--- src/rtl/approx_mac_pkg.sv ---
// Shared constants, output-state encoding and the saturating adder used by the
// approximate Wallace-tree multiply-accumulate reader.
package approx_mac_pkg;

  localparam int PROD_W        = 16;
  localparam int ACC_W_DEFAULT = 24;
  localparam int CNT_W_DEFAULT = 8;
  localparam int SAT_W         = 64;

  typedef enum logic {OUT_EMPTY, OUT_FULL} out_state_e;

  // Returns {clamped, sum}; sum is limited to 2^w - 1 (w <= SAT_W).
  function automatic logic [SAT_W:0] sat_add(input logic [SAT_W-1:0] a,
                                             input logic [SAT_W-1:0] b,
                                             input int unsigned      w);
    logic [SAT_W:0] full_sum;
    logic [SAT_W:0] max_val;
    full_sum = {1'b0, a} + {1'b0, b};
    max_val  = ({{SAT_W{1'b0}}, 1'b1} << w) - {{SAT_W{1'b0}}, 1'b1};
    if (full_sum > max_val) return {1'b1, max_val[SAT_W-1:0]};
    else                    return {1'b0, full_sum[SAT_W-1:0]};
  endfunction

endpackage

--- src/rtl/approx_mac_resolve_stage.sv ---
// Stage 1: accepts a redundant (sum, carry) product and registers its exact
// carry-propagate resolution, holding while the accumulate stage is stalled.
module approx_mac_resolve_stage
  import approx_mac_pkg::*;
(
  input  logic              clk,
  input  logic              rst,
  input  logic              in_valid,
  input  logic              in_ready,
  input  logic [PROD_W-1:0] in_sum,
  input  logic [PROD_W-1:0] in_carry,
  input  logic              in_last,
  input  logic              consume,
  output logic              p1_valid,
  output logic [PROD_W-1:0] p1_prod,
  output logic              p1_last
);

  logic load;
  assign load = in_valid && in_ready;

  // NOTE: sequential state uses non-blocking assignments so every register
  // samples pre-edge values regardless of block ordering.
  always_ff @(posedge clk or posedge rst) begin
    if (rst) begin
      p1_valid <= 1'b0;
      p1_prod  <= '0;
      p1_last  <= 1'b0;
    end else if (load) begin
      p1_valid <= 1'b1;
      p1_prod  <= in_sum + in_carry;
      p1_last  <= in_last;
    end else if (consume) begin
      p1_valid <= 1'b0;
    end
  end

endmodule

--- src/rtl/approx_wallace_mac_accumulator.sv ---
// Resolves redundant multiplier products and accumulates them per group into a
// saturating accumulator, presenting each group result on a valid/ready port.
module approx_wallace_mac_accumulator
  import approx_mac_pkg::*;
#(
  parameter int ACC_W = ACC_W_DEFAULT,
  parameter int CNT_W = CNT_W_DEFAULT
) (
  input  logic              clk,
  input  logic              rst,
  input  logic              in_valid,
  output logic              in_ready,
  input  logic [PROD_W-1:0] in_sum,
  input  logic [PROD_W-1:0] in_carry,
  input  logic              in_last,
  output logic              out_valid,
  input  logic              out_ready,
  output logic [ACC_W-1:0]  out_acc,
  output logic [CNT_W-1:0]  out_count,
  output logic              out_sat
);

  logic              p1_valid;
  logic [PROD_W-1:0] p1_prod;
  logic              p1_last;

  logic [ACC_W-1:0]  acc, acc_next;
  logic [CNT_W-1:0]  cnt, cnt_next;
  logic              sat, acc_clamp;
  logic [SAT_W-1-ACC_W:0] acc_unused;
  logic [SAT_W-CNT_W:0]   cnt_unused;

  logic       stall, advance, close;
  out_state_e out_state;

  // A closing beat may only retire once the held result can be replaced.
  assign stall    = p1_valid && p1_last && out_valid && !out_ready;
  assign in_ready = !stall;
  assign advance  = p1_valid && !stall;
  assign close    = advance && p1_last;
  assign out_valid = (out_state == OUT_FULL);

  assign {acc_clamp, acc_unused, acc_next} =
    sat_add(SAT_W'(acc), SAT_W'(p1_prod), ACC_W);
  assign {cnt_unused, cnt_next} =
    sat_add(SAT_W'(cnt), SAT_W'(1), CNT_W);

  approx_mac_resolve_stage u_resolve (
    .clk      (clk),
    .rst      (rst),
    .in_valid (in_valid),
    .in_ready (in_ready),
    .in_sum   (in_sum),
    .in_carry (in_carry),
    .in_last  (in_last),
    .consume  (advance),
    .p1_valid (p1_valid),
    .p1_prod  (p1_prod),
    .p1_last  (p1_last)
  );

  always_ff @(posedge clk or posedge rst) begin
    if (rst) begin
      out_state <= OUT_EMPTY;
      out_acc   <= '0;
      out_count <= '0;
      out_sat   <= 1'b0;
      acc       <= '0;
      cnt       <= '0;
      sat       <= 1'b0;
    end else begin
      if (close) begin
        out_acc   <= acc_next;
        out_count <= cnt_next;
        out_sat   <= sat | acc_clamp;
        acc       <= '0;
        cnt       <= '0;
        sat       <= 1'b0;
      end else if (advance) begin
        acc <= acc_next;
        cnt <= cnt_next;
        sat <= sat | acc_clamp;
      end

      // Coincident drain and close keeps FULL so the new result has no bubble.
      case (out_state)
        OUT_EMPTY: if (close)               out_state <= OUT_FULL;
        OUT_FULL:  if (out_ready && !close) out_state <= OUT_EMPTY;
        default:                            out_state <= OUT_EMPTY;
      endcase
    end
  end

endmodule

--- config.mk ---
export PLATFORM = sky130hd
export DESIGN_NAME = approx_wallace_mac_accumulator
export DESIGN_NICKNAME = d
export VERILOG_FILES = /design/src/rtl/approx_mac_pkg.sv /design/src/rtl/approx_mac_resolve_stage.sv /design/src/rtl/approx_wallace_mac_accumulator.sv
export SDC_FILE = /design/constraint.sdc
export NUM_CORES = 1
export LEC_CHECK = 0
export ABC_AREA = 1
export CAP_MARGIN = 30
export CORE_MARGIN = 4
export CORE_UTILIZATION = 55
export CTS_CLUSTER_SIZE = 30
export DETAILED_ROUTE_END_ITERATION = 6
export PLACE_DENSITY = 0.88
export SLEW_MARGIN = 20
export SYNTH_ARGS = -nofsm -noshare
export SYNTH_HDL_FRONTEND = slang
export SYNTH_SLANG_ARGS = --single-unit
--- constraint.sdc ---
create_clock -name clk -period 8.1 [get_ports clk]
set_input_delay 2.025 -clock clk [delete_from_list [all_inputs] [get_ports clk]]
set_output_delay 2.025 -clock clk [all_outputs]
set_load 0.03 [all_outputs]
---- Word-level counts from Yosys, hierarchy flattened ----
Cells that the tools add are included.
cells by class
  muxes and demuxes ....................... 13
  reduce and logical (&&, ||, !) cells .... 12
  $add $sub $neg .......................... 3
  $lt $le $gt $ge ......................... 2
  bitwise gates (word level) .............. 2
operators by type and width
  operator              count
  $mux 65               1
  $mux 24               2
  $add 24x16->25        1
  $gt 25x24->1 const B  1
  $mux 8                3
  $add 16x16->16        1
  $add 8x1->9 const B   1
  $gt 9x8->1 const B    1
  $logic_and 1x1->1     7
  $mux 1                6
  $reduce_bool 2->1     2
  $logic_not 1->1       3
  $pmux 1 s2            1
  $not 1->1             1
  $or 1x1->1            1
word-level totals
  bits in registers ....................... 85
  input port bits ......................... 37
  word-level logic and storage cells ...... 42
  output and inout port bits .............. 35

---- Longest topological paths before layout ----
  depth in word-level cells ............... 10
  mapped depth ............................ 15
  gate-level depth less buffers ........... 14

---- Modules after synthesis ----
Synthesis repeated with hierarchy kept, for this count alone.
second synthesis, totals
  cells, all modules ...................... 900
  area total of the unflattened synthesis .. 5957.0 um2
by module, submodules not included
  module                          area each (um2)  instances  cells an instance
  approx_wallace_mac_accumulator  4381.7           1          652
  approx_mac_resolve_stage        1575.3           1          248

---- Least setup slack after synthesis ----
No wires, ideal clock.
  kind .................................... input to output
  from .................................... input port out_ready
  to ...................................... output port in_ready
  stages on the path ...................... 2
  arrival time ............................ 2.330 ns
  setup slack ............................. 3.745 ns
  buffers on the path ..................... 0
  data required time ...................... 6.075 ns
  path through ............................ nor2_1 -> nand3_2
on the way
  cells in the longest elaborated chain, start to end .. 3
ends and longest elaborated chain
  item                line                                  text
  start: declaration  approx_wallace_mac_accumulator.sv:17  input logic out_ready,
  $logic_not 1->1     approx_wallace_mac_accumulator.sv:37  assign stall = p1_valid && p1_last && out_valid && !out_ready;
  $logic_and 1x1->1   approx_wallace_mac_accumulator.sv:37
  $logic_not 1->1     approx_wallace_mac_accumulator.sv:38  assign in_ready = !stall;
  end: declaration    approx_wallace_mac_accumulator.sv:12  output logic in_ready,
No other way between the ends.

---- Worst setup path after layout ----
Ends and elaborated chain as after synthesis.

==> summary.md <==
| Metric | Value |
|---|---|
| Nets | `970` |
| Fmax | `186.8 MHz` |
| Vias in the first global route | `5010` |
| Critical Path RT | `6.08 ns` |
| Path depth of the worst reg2reg path | `14` |
| Final hold vios | `0` |
| Count of different cell masters after synthesis | `35` |
| Clock transition at path regs | `roughly 0.090 ns` |
| Worst-Skew Late Latency | `0.38 ns` |
| Detailed-router iteration count before antenna repair | `6` |
| Static Leak | `3.558 nW` |
| PwrDens | `285.2 nW/um^2` |
| Antenna violations before repair | `0` |
| Register area | `2127 sq um` |
| CTS Root Cell | `clkbuf_8` |
| Largest family of logic cells by synthesized area | `simple AND/OR/NAND/NOR gates` |
| Multi-input gate area | `3182 sq um` |
| Seq cells post-synth | `85` |
| Mapped Avg Cell Area | `6.925 sq um` |
| Mapped Nets | `902` |
| Ant. Diodes | `0` |
| Worst Setup Start Kind | `primary input` |
| NetSw | `899.5 uW` |
| Share of cells above drive strength 1 | `5.759%` |
| Register area share after synthesis | `37.00%` |
| Slew Viols, Final | `0` |
| Setup TNS | `0 ns` |
| Post-synthesis mux area share | `0%` |
| Adder-Cell Fraction of Synth Area | `7.880%` |
| Drt wl/cell | `13.33 microns` |
| Die area | `between 10000 and 15000 sq um` |
| Synth Area in Simple Gates | `a little over a third` |
| Synth top area share | `a little under two fifths` |
| YS warnings | `0` |
| Post-route DRC violation count | `0` |
| Hold Path Stages | `2` |
| Clk sinks | `85` |
| Final setup viols | `0` |
| Max transition margin | `50.90%` |
| Design Area, Final | `6782 sq um` |
| Most frequent cells in the layout | `nand2_1 (342), inv_1 (87), dfrtp_1 (85)` |
| Die Ht | `110.2 microns` |
| Int Pwr | `~1.0 mW` |
| Via-to-Cell Ratio | `5.259` |
| IO Pins | `a little over 70` |
| Reg power frac | `31.8%` |
| WL final | `13850 microns` |
| Filler cells | `886` |
| VDD IR max | `167.5 uV` |
| Dpl hpwl | `10620 microns` |
| Worst-path maximum fanout | `4` |
| Starting Density | `56.18%` |
| PortBufs | `71` |
| CTS Buf Count | `9` |
| Area added between synthesis and finish | `17.98%` |
| CP endpoint kind | `output pin` |
| Iter 0 DRT Violations | `343` |
| H-tree levels | `3` |
| Worst Setup SP | `out_ready` |
| GP Congestion | `0.9403` |
| Clock skew | `between 0.01 and 0.015 ns` |
| Setup Fix Bufs, Post-CTS | `0` |
| Site row count | `37` |
| Vias | `5464` |
| Total core area | `10230 sq um` |
| Critical path class | `in -> out` |
| Die width | `around 110 microns` |
| Area leader, netlist | `dfrtp_1` |
| CTS max path bufs | `2` |
| Compound-Gate Fraction of Synth Area | `8.141%` |
| CTS-repair resized insts | `0` |
| Max Cap Viol | `0` |
| Worst hold start | `out_count[6]` |
| Worst endpoint data arrival time | `3.33 ns` |
| Net Sw Frac | `46.51%` |
| Status | `completed` |
| Gr ovfl total | `0` |
| Final ANT Viol Nets | `0` |
| Hold Crit Class | `reg -> reg` |
| Share of total power in the clock network | `14.9%` |
| Slew @ Worst Pin | `0.7347 ns` |
| Combinational Power Share | `53.3%` |
| Cell area after synthesis | `around 5700 sq um` |
| Cts-stage hold buffer count | `0` |
| Placed Area | `6599 sq um` |
| Crit-path cells | `clkdlybuf4s50_1 > nor2_1 > nand3_2 > clkdlybuf4s50_1` |
| Reg2reg start | `u_resolve.p1_prod[0]` |
| Largest net degree at the start of global routing | `52` |
| Tcrit/Tclk final | `66.08%` |
| Minimum clock period | `5.353 ns` |
| Mapped Cells | `830` |
| Commonest non-fill, non-tap cell in the layout | `nand2_1` |
| Slowest cell on the critical path | `clkdlybuf4s50_1` |
| RSZ-0062 raised after global routing | `no` |
| Total Routing Usage GR | `23.92%` |
| Global-route wire length before repair | `23040 microns` |
| Crit path top cell by count | `clkdlybuf4s50_1` |
| Top cells by area, synth | `dfrtp_1 (37%), nand2_1 (22%), ha_1 (7.2%), inv_1 (5.7%), nor2_1 (4.6%)` |
| XOR/XNOR Fraction of Synth Area | `2.743%` |
| CTS tree | `done` |
| Slowest cell delay on critical path | `roughly 0.6 ns` |
[cell type report]
cell class / instances / area share [%]
Inverter: 90 / 5.000
Multi-Input combinational cell: 636 / 46.92
Clock inverter: 6 / 0.8118
Tap cell: 136 / 2.509
Clock buffer: 10 / 1.882
Timing Repair Buffer: 76 / 11.51
Sequential cell: 85 / 31.37
[cells by family (layout without fill, tap and decap cells)]
logic type	Yosys count	after routing
DFF	85	85
xor gates and xnor gates	18	18
AOI/OAI and AO/OA	79	79
adders and majority gates	35	35
buffers and inverters	109	182
and+or+nand+nor	504	504
[power groups by stage]
stage / registers [mW] / logic [mW] / clock network, mW
CTS: 0.615 / 1.02 / 0.289
detailed placement: 0.621 / 1.02 / 0
global route: 0.630 / 1.14 / 0.305
finish: 0.615 / 1.03 / 0.288
global placement: 0.617 / 0.992 / 0
floorplan: 0.710 / 0.613 / 0
[stage by stage]
step	hold slack, ns	utilization (%)	worst slack (ns)	std cells	power, mW
finish	0.4843	66.28	2.747	1039	1.934
global route	0.5006	66.28	2.668	1039	2.079
CTS	0.4888	66.28	2.731	1039	1.929
detailed placement	0.4642	64.50	2.742	1023	1.636
global placement	0.4635	64.03	2.737	1021	1.609
floorplan	0.4528	-	3.745	830	1.323
[synth_stat cells]
| cell | instances |
|---|---|
| nand2_2 | 8 |
| nand2_1 | 342 |
| nand3b_1 | 8 |
| o21ai_2 | 1 |
| nor2_2 | 4 |
| nand3_2 | 6 |
| xnor2_1 | 13 |
| nand4_1 | 8 |
| nor2_1 | 71 |
| or2_2 | 1 |
| buf_6 | 3 |
| inv_2 | 2 |
| inv_1 | 88 |
| o211ai_1 | 2 |
| dfrtp_1 | 85 |
| a21oi_1 | 24 |
| and2_1 | 1 |
| a31oi_2 | 4 |
| o22ai_1 | 2 |
| nand3_1 | 48 |
| a21oi_2 | 2 |
| nand2_4 | 2 |
| fa_1 | 2 |
| buf_2 | 9 |
| xor2_1 | 5 |
| clkbuf_1 | 4 |
| a31oi_1 | 11 |
| o21ai_1 | 1 |
| ha_1 | 33 |
| nor3_1 | 5 |
| buf_4 | 1 |
| a21o_1 | 3 |
| buf_1 | 2 |
| o21ai_0 | 28 |
| a21boi_0 | 1 |
[worst max-delay path: cells and delay by family]
kind / cells / cell delay [ns]
AND/OR/NAND/NOR: 2 / 0.27
buffers and inverters: 2 / 1.02
[per-layer routing]
metal	up-vias	global-route usage [%]	share of wire, %
li1	2765	-	-
met1	2499	31.29	45
met2	162	40.60	48
met3	38	3.262	4.8
met4	0	8.619	2.6
met5	-	0	0
[worst paths after layout]
check                               end  slack (ns)
max in group asynchronous        acc[6]        5.43
min in group asynchronous   out_acc[16]        2.06
max reg2reg                  out_acc[2]        5.49
max                            in_ready        2.75
min                        out_count[6]        0.48
min reg2reg                out_count[6]        0.48
[registers in the layout, indices dropped and copies added (netlist names)]
name and flops:
u_resolve.p1_prod 16, acc 24, out_acc 24, out_count 8
cnt 8, u_resolve.p1_last 1, u_resolve.p1_valid 1, out_sat 1
out_valid 1, sat 1
(Power assumes the default switching activity.)
